<file path="config.mk">
export PLATFORM = sky130hd
export DESIGN_NAME = twiddle_loader
export DESIGN_NICKNAME = d
export VERILOG_FILES = /design/src/rtl/twiddle_loader.sv
export SDC_FILE = /design/constraint.sdc
export NUM_CORES = 2
export LEC_CHECK = 0
export ABC_CLOCK_PERIOD_IN_PS = 94900
export CORE_MARGIN = 2
export CORE_UTILIZATION = 46
export DETAILED_ROUTE_END_ITERATION = 6
export GPL_TIMING_DRIVEN = 0
export PLACE_DENSITY = 0.69
export SYNTH_ARGS = -nofsm -noshare
export SYNTH_HDL_FRONTEND = slang
export SYNTH_SLANG_ARGS = --single-unit
</file>
<file path="constraint.sdc">
create_clock -name clk -period 94.9 [get_ports clk]
set_input_delay 14.235 -clock clk [delete_from_list [all_inputs] [get_ports clk]]
set_output_delay 14.235 -clock clk [all_outputs]
set_load 0.01 [all_outputs]
</file>
<file path="src/rtl/twiddle_loader.sv">
// Streaming writer for the 16-entry FFT twiddle set: loads a shadow bank over
// valid/ready and commits it atomically to the active bank driving W0..W15.
module twiddle_loader #(
  parameter int WIDTH = 16,
  parameter int DEPTH = 16
) (
  input  logic             clk,
  input  logic             rst,
  input  logic             start,
  input  logic             abort,
  input  logic             in_valid,
  output logic             in_ready,
  input  logic [WIDTH-1:0] in_wr,
  input  logic [WIDTH-1:0] in_wi,
  output logic             busy,
  output logic             loaded,
  output logic             done,
  output logic [WIDTH-1:0] W0r,
  output logic [WIDTH-1:0] W1r,
  output logic [WIDTH-1:0] W2r,
  output logic [WIDTH-1:0] W3r,
  output logic [WIDTH-1:0] W4r,
  output logic [WIDTH-1:0] W5r,
  output logic [WIDTH-1:0] W6r,
  output logic [WIDTH-1:0] W7r,
  output logic [WIDTH-1:0] W8r,
  output logic [WIDTH-1:0] W9r,
  output logic [WIDTH-1:0] W10r,
  output logic [WIDTH-1:0] W11r,
  output logic [WIDTH-1:0] W12r,
  output logic [WIDTH-1:0] W13r,
  output logic [WIDTH-1:0] W14r,
  output logic [WIDTH-1:0] W15r,
  output logic [WIDTH-1:0] W0i,
  output logic [WIDTH-1:0] W1i,
  output logic [WIDTH-1:0] W2i,
  output logic [WIDTH-1:0] W3i,
  output logic [WIDTH-1:0] W4i,
  output logic [WIDTH-1:0] W5i,
  output logic [WIDTH-1:0] W6i,
  output logic [WIDTH-1:0] W7i,
  output logic [WIDTH-1:0] W8i,
  output logic [WIDTH-1:0] W9i,
  output logic [WIDTH-1:0] W10i,
  output logic [WIDTH-1:0] W11i,
  output logic [WIDTH-1:0] W12i,
  output logic [WIDTH-1:0] W13i,
  output logic [WIDTH-1:0] W14i,
  output logic [WIDTH-1:0] W15i
);

  localparam int IW = $clog2(DEPTH);

  typedef enum logic [1:0] {
    IDLE   = 2'd0,
    LOAD   = 2'd1,
    COMMIT = 2'd2
  } state_t;

  state_t          state;
  state_t          next_state;
  logic [IW-1:0]   idx;
  logic            load_hs;

  logic [WIDTH-1:0] sh_r  [DEPTH];
  logic [WIDTH-1:0] sh_i  [DEPTH];
  logic [WIDTH-1:0] act_r [DEPTH];
  logic [WIDTH-1:0] act_i [DEPTH];

  // NOTE: every output of this block gets a default before the case, so no
  // path through it can leave a signal unassigned and infer a latch.
  always_comb begin
    next_state = state;
    in_ready   = 1'b0;
    load_hs    = 1'b0;
    busy       = (state != IDLE);
    case (state)
      IDLE: begin
        if (start && !abort) next_state = LOAD;
      end
      LOAD: begin
        in_ready = 1'b1;
        if (abort) begin
          next_state = IDLE;
        end else if (in_valid) begin
          load_hs = 1'b1;
          if (idx == IW'(DEPTH - 1)) next_state = COMMIT;
        end
      end
      COMMIT: next_state = IDLE;
      default: next_state = IDLE;
    endcase
  end

  // NOTE: sequential state uses non-blocking assignments so every register
  // samples pre-edge values regardless of statement order.
  always_ff @(posedge clk or posedge rst) begin
    if (rst) state <= IDLE;
    else     state <= next_state;
  end

  // NOTE: both banks are reset explicitly because W outputs must read zero
  // after reset; this keeps them as flops rather than a RAM macro.
  always_ff @(posedge clk or posedge rst) begin
    if (rst) begin
      idx    <= '0;
      loaded <= 1'b0;
      done   <= 1'b0;
      for (int k = 0; k < DEPTH; k++) begin
        sh_r[k]  <= '0;
        sh_i[k]  <= '0;
        act_r[k] <= '0;
        act_i[k] <= '0;
      end
    end else begin
      done <= (state == COMMIT);
      if (state == IDLE && start && !abort) idx <= '0;
      if (load_hs) begin
        sh_r[idx] <= in_wr;
        sh_i[idx] <= in_wi;
        idx       <= idx + 1'b1;
      end
      // Whole-bank copy in one edge: the datapath never sees a mixed set.
      if (state == COMMIT) begin
        loaded <= 1'b1;
        for (int k = 0; k < DEPTH; k++) begin
          act_r[k] <= sh_r[k];
          act_i[k] <= sh_i[k];
        end
      end
    end
  end

  assign W0r  = act_r[0];
  assign W1r  = act_r[1];
  assign W2r  = act_r[2];
  assign W3r  = act_r[3];
  assign W4r  = act_r[4];
  assign W5r  = act_r[5];
  assign W6r  = act_r[6];
  assign W7r  = act_r[7];
  assign W8r  = act_r[8];
  assign W9r  = act_r[9];
  assign W10r = act_r[10];
  assign W11r = act_r[11];
  assign W12r = act_r[12];
  assign W13r = act_r[13];
  assign W14r = act_r[14];
  assign W15r = act_r[15];
  assign W0i  = act_i[0];
  assign W1i  = act_i[1];
  assign W2i  = act_i[2];
  assign W3i  = act_i[3];
  assign W4i  = act_i[4];
  assign W5i  = act_i[5];
  assign W6i  = act_i[6];
  assign W7i  = act_i[7];
  assign W8i  = act_i[8];
  assign W9i  = act_i[9];
  assign W10i = act_i[10];
  assign W11i = act_i[11];
  assign W12i = act_i[12];
  assign W13i = act_i[13];
  assign W14i = act_i[14];
  assign W15i = act_i[15];

endmodule

</file>
---- After elaboration in Yosys (flattened, before gate mapping) ----
Index checks and enable logic that the tools add are counted.
word-level totals
  output and inout port bits .............. 516
  memories ................................ 0
  memory bits (writable) .................. 0
  ROM bits ................................ 0
  bits in latches ......................... 0
  logic and storage cells ................. 102
  register bits after elaboration ......... 1,032
cells by class
  reduce and logical (&&, ||, !) cells .... 9
  divide/modulo/power cells ............... 0
  equality and inequality tests ........... 6
  $lt $le $gt $ge ......................... 2
  $mul .................................... 0
  bitwise gates (word level) .............. 1
  shift operators ......................... 0
  muxes and demuxes ....................... 15
  add/subtract/negate cells ............... 1
operators with widths
  cell                                                  count
  bitwise mux 256 bit                                   2
  demux 16 bit (select 4 bit)                           1
  two-way mux 16 bit                                    1
  two-way mux 2 bit                                     4
  two-way mux 4 bit                                     2
  inequality test 3 bit (second input constant)         2
  >= comparator 5 bit (second input constant)           1
  < comparator 5 x 1 -> 1 bit (second input constant)   1
  NOT 4 -> 5 bit                                        1
  adder 4 x 1 -> 4 bit (second input constant)          1
  equality test 4 bit (second input constant)           1
  logical AND 1 bit                                     4
  two-way mux 1 bit                                     4
  one-hot mux 2 bit (2 select lines)                    1
  nonzero test 2 bit                                    2
  AND reduction 3 bit                                   1
  equality test 2 x 1 -> 1 bit (second input constant)  1
  equality test 2 bit (second input constant)           1
  logical NOT 2 bit                                     1
  inequality test 2 bit (second input constant)         1
  logical NOT 1 bit                                     1

---- Depth between registers and ports, before layout ----
  depth after elaboration ................. 6
  gate-level depth with buffers ........... 8

---- Least setup slack after synthesis ----
OpenSTA, ideal clock, no wires.
  path type ............................... input to register
  start ................................... input abort
  end ..................................... register sh_i[16] in the netlist's numbering
  stages .................................. 6
  data arrival time ....................... 15.416 ns
  required time ........................... 94.775 ns
  path slack .............................. 79.359 ns
  library setup time ...................... 0.125 ns
  path buffers ............................ 3
  path through ............................ and4bb_4 > buf_6 > and4_4 > buf_6 > buf_8 > mux2_4
between the ends
  word-level cells in the longest chain between the ends .. 2
ends and longest elaborated chain
  what                             line  source
  from (decl)                      10    input logic abort,
  two-way mux 1 bit                83    if (abort) begin
  two-way mux 1 bit                77    case (state)
  to (signal, indexed assignment)  120   sh_i[idx] <= in_wi;
  to (decl)                        66    logic [WIDTH-1:0] sh_i [DEPTH];
Every way passes these cells.
A chain may end at the register's enable or synchronous reset.

==> flow_summary.yaml <==
outcome:
  status: "finished clean"
global_route:
  overflow: 0
  antenna_found_initial: 5
  first_global_vias: 26700
  grt_max_degree: 132
  grt_usage_pct: 25.2
  grt_pass1_wl_mm: 170
synth:
  yosysSeqAreaShare_pct: 64.3
  synth_most_common_cell: "nand2_1"
  yosysUniqueCellTypes: 33
  ys_warn_count: 0
  avgSynthCellArea_um2: 12.0
  syn_inst: 3339
  async_reset_ff_share_pct: 100
  ys_seq_elements: 1032
  synth-main-ff-cell: "dfrtp_1"
  synth_top_cell_by_area: "dfrtp_1"
  synth_edf_count: 0
  synth_nets: 3380
  yosys.area.top_type_share_pct: 64.3
  synthTopCellsByCount: "nand2_1, dfrtp_1, mux2_4, mux2_2, clkbuf_1"
  synth_area_mm2: 0.0402
  synth.top_cells.by_area: "dfrtp_1, nand2_1, mux2_4, mux2_2, buf_6"
routing:
  wl_mm: 113
  drc: 0
  avgViaCountPerCell: 5.01
  top_layer_used: "met5"
  routed-wl-met3_mm: 8.06
  drt_iter0_drc: 1827
  vias: 26300
  met1_length_mm: 48.5
  ant_nets: 0
  wl_per_cell_um: 21.6
  route.met2.wl_mm: 53.4
  firstDrtPassIters: 5
timing:
  fin_crit_ps: 16730
  worst_slew_pin_slew_ps: 1360
  rsz0062_at_grt: "no"
  setup_violations: 0
  hold_violations: 0
  finClkSkew_ps: 28.4
  finalMaxSlewViolations: 0
  min_period_over_period_pct: 17.6
  whs_ps: 453
  clock.fmax_mhz: 59.8
  finalSetupTns_ps: 0
  fin_ws_ps: 78170
  relSlewSlack_pct: 9.11
placed_design:
  dp_hpwl_mm: 77.7
  io_buffers: 552
  placed_area_mm2: 0.0474
  preCtsSetupSlack_ps: 77410
  globalplace.congestion: 0.807
worst_setup_path:
  path_class: "in2async"
  path_buf_inv: 6
  critical-path-top-delay-family: "buffers and inverters"
  path_cells: "clkdlybuf4s50_1, inv_8, buf_16, buf_16, buf_16, buf_16"
  crit_top_cell: "buf_16"
  arrival_ps: 17450
  worstSetupEndpointType: "asynchronous set/reset pin"
  cp_slowest_cell: "buf_16"
  cp_max_fo: 131
  cpPeakStageDelay_ps: 520
  startpoint_type: "input port"
  cp.required_ps: 95620
clock_tree:
  clkTransAtPathRegs_ps: 60
  cts.path.max_buffers: 3
  cts-resized-gates: 0
  cts_tree: "built"
  clock-sinks: 1032
  htreeDepth: 3
  clk_latency_ps: 670
  hold_buffers: 0
  cts_root_buf: "clkbuf_16"
  numCtsBuffers: 104
  postCtsSetupBuffers: 0
floorplanning:
  die_area_mm2: 0.0897
  rows: 108
  die_x_um: 300
  core_area_mm2: 0.0866
  top_level_ports: 553
  die_y_um: 300
  initial_core_util_pct: 46.4
layout:
  drive_gt1_share_pct: 19.3
  multi_input_area_mm2: 0.0131
  seqCellArea_mm2: 0.0258
  final_nets: 4046
  top_regs: "sh_i: 256 flops, sh_r: 256 flops"
  fin_area_mm2: 0.0508
  fillCellCount: 7010
  final_core_util_pct: 58.7
  syn_to_final_growth_pct: 26.5
power_and_ir_drop:
  power_density_mw_per_mm2: 18.7
  power.leakage_nw: 26.1
  irDropWorstVdd_v: 0.0000168
min_path:
  hp-class: "reg2reg"
flow_run:
  drv_cap: 0
-- metrics by stage --
stage               std cells  power (mW)
floorplan                3339       0.531
global placement         5046       0.547
detailed placement       5054       0.549
CTS                      5240       0.959
global route             5240       0.984
finish                   5244       0.952
-- cell type report --
type,count,area share [%]
clock buffer,142,5.82
antenna,4,0.0197
inverter,6,0.0591
tap,1155,2.84
buffer,209,2.40
sequential,1032,50.8
multi-input combinational,2092,25.8
timing repair buffer,560,11.3
clock inverter,44,0.916
-- routing by layer --
metal  vias to the layer above  track usage (%)
met5                         -                0
met4                         6             8.44
met3                       190             6.12
met2                       813             40.3
met1                     13400             34.1
li1                      11900                -
-- worst paths after layout --
check                          end  depth (start not counted)  slack [ps]      start
max                        W14i[6]                          6       78170        rst
min                         W4r[8]                          2         450  sh_r[184]
max reg2reg                W1r[14]                          8       92250   state[0]
min reg2reg                 W4r[8]                          2         450  sh_r[184]
max in group clk              busy                          3       78710   state[0]
min in group asynchronous   W6r[6]                          2       13990        rst
-- cells by family after synthesis --
logic type / synth area share (%)
adders and majority gates: 0.125
buffers and inverters: 3.09
muxes: 17.5
and+or+nand+nor: 14.9
DFF: 64.3
AOI/OAI and AO/OA: 0.0965
xor gates and xnor gates: 0.0218
-- layout by cell type (no fill, tap or decap), types with 2 or more instances in the layout --
cell	count
and3_1	7
ha_1	4
buf_1	12
and4_4	3
buf_6	37
nand2_1	1538
buf_2	45
clkinvlp_4	6
nor2_1	3
mux2_1	2
bufinv_16	6
clkinv_2	27
diode_2	4
mux2_4	330
clkbuf_16	104
nand3_2	4
o21ai_0	2
inv_1	4
mux2_2	180
clkinv_16	2
buf_8	9
clkbuf_1	123
nand2b_1	3
dfrtp_1	1032
nor2b_1	2
nand3_1	2
clkdlybuf4s50_1	552
clkbuf_8	21
buf_16	8
-- report_power, final --
group	switching (mW)	total, mW	internal [mW]
Clock	0.176	0.411	0.235
Sequential	0.0158	0.485	0.469
Combinational	0.0254	0.0561	0.0307
-- worst min-delay path, delay by kind of cell, from the launching register on --
family | cells | cell delay (ps)
flops | 1 | 340
simple gates | 2 | 100
No activity file was read; power rests on OpenSTA's default activity.
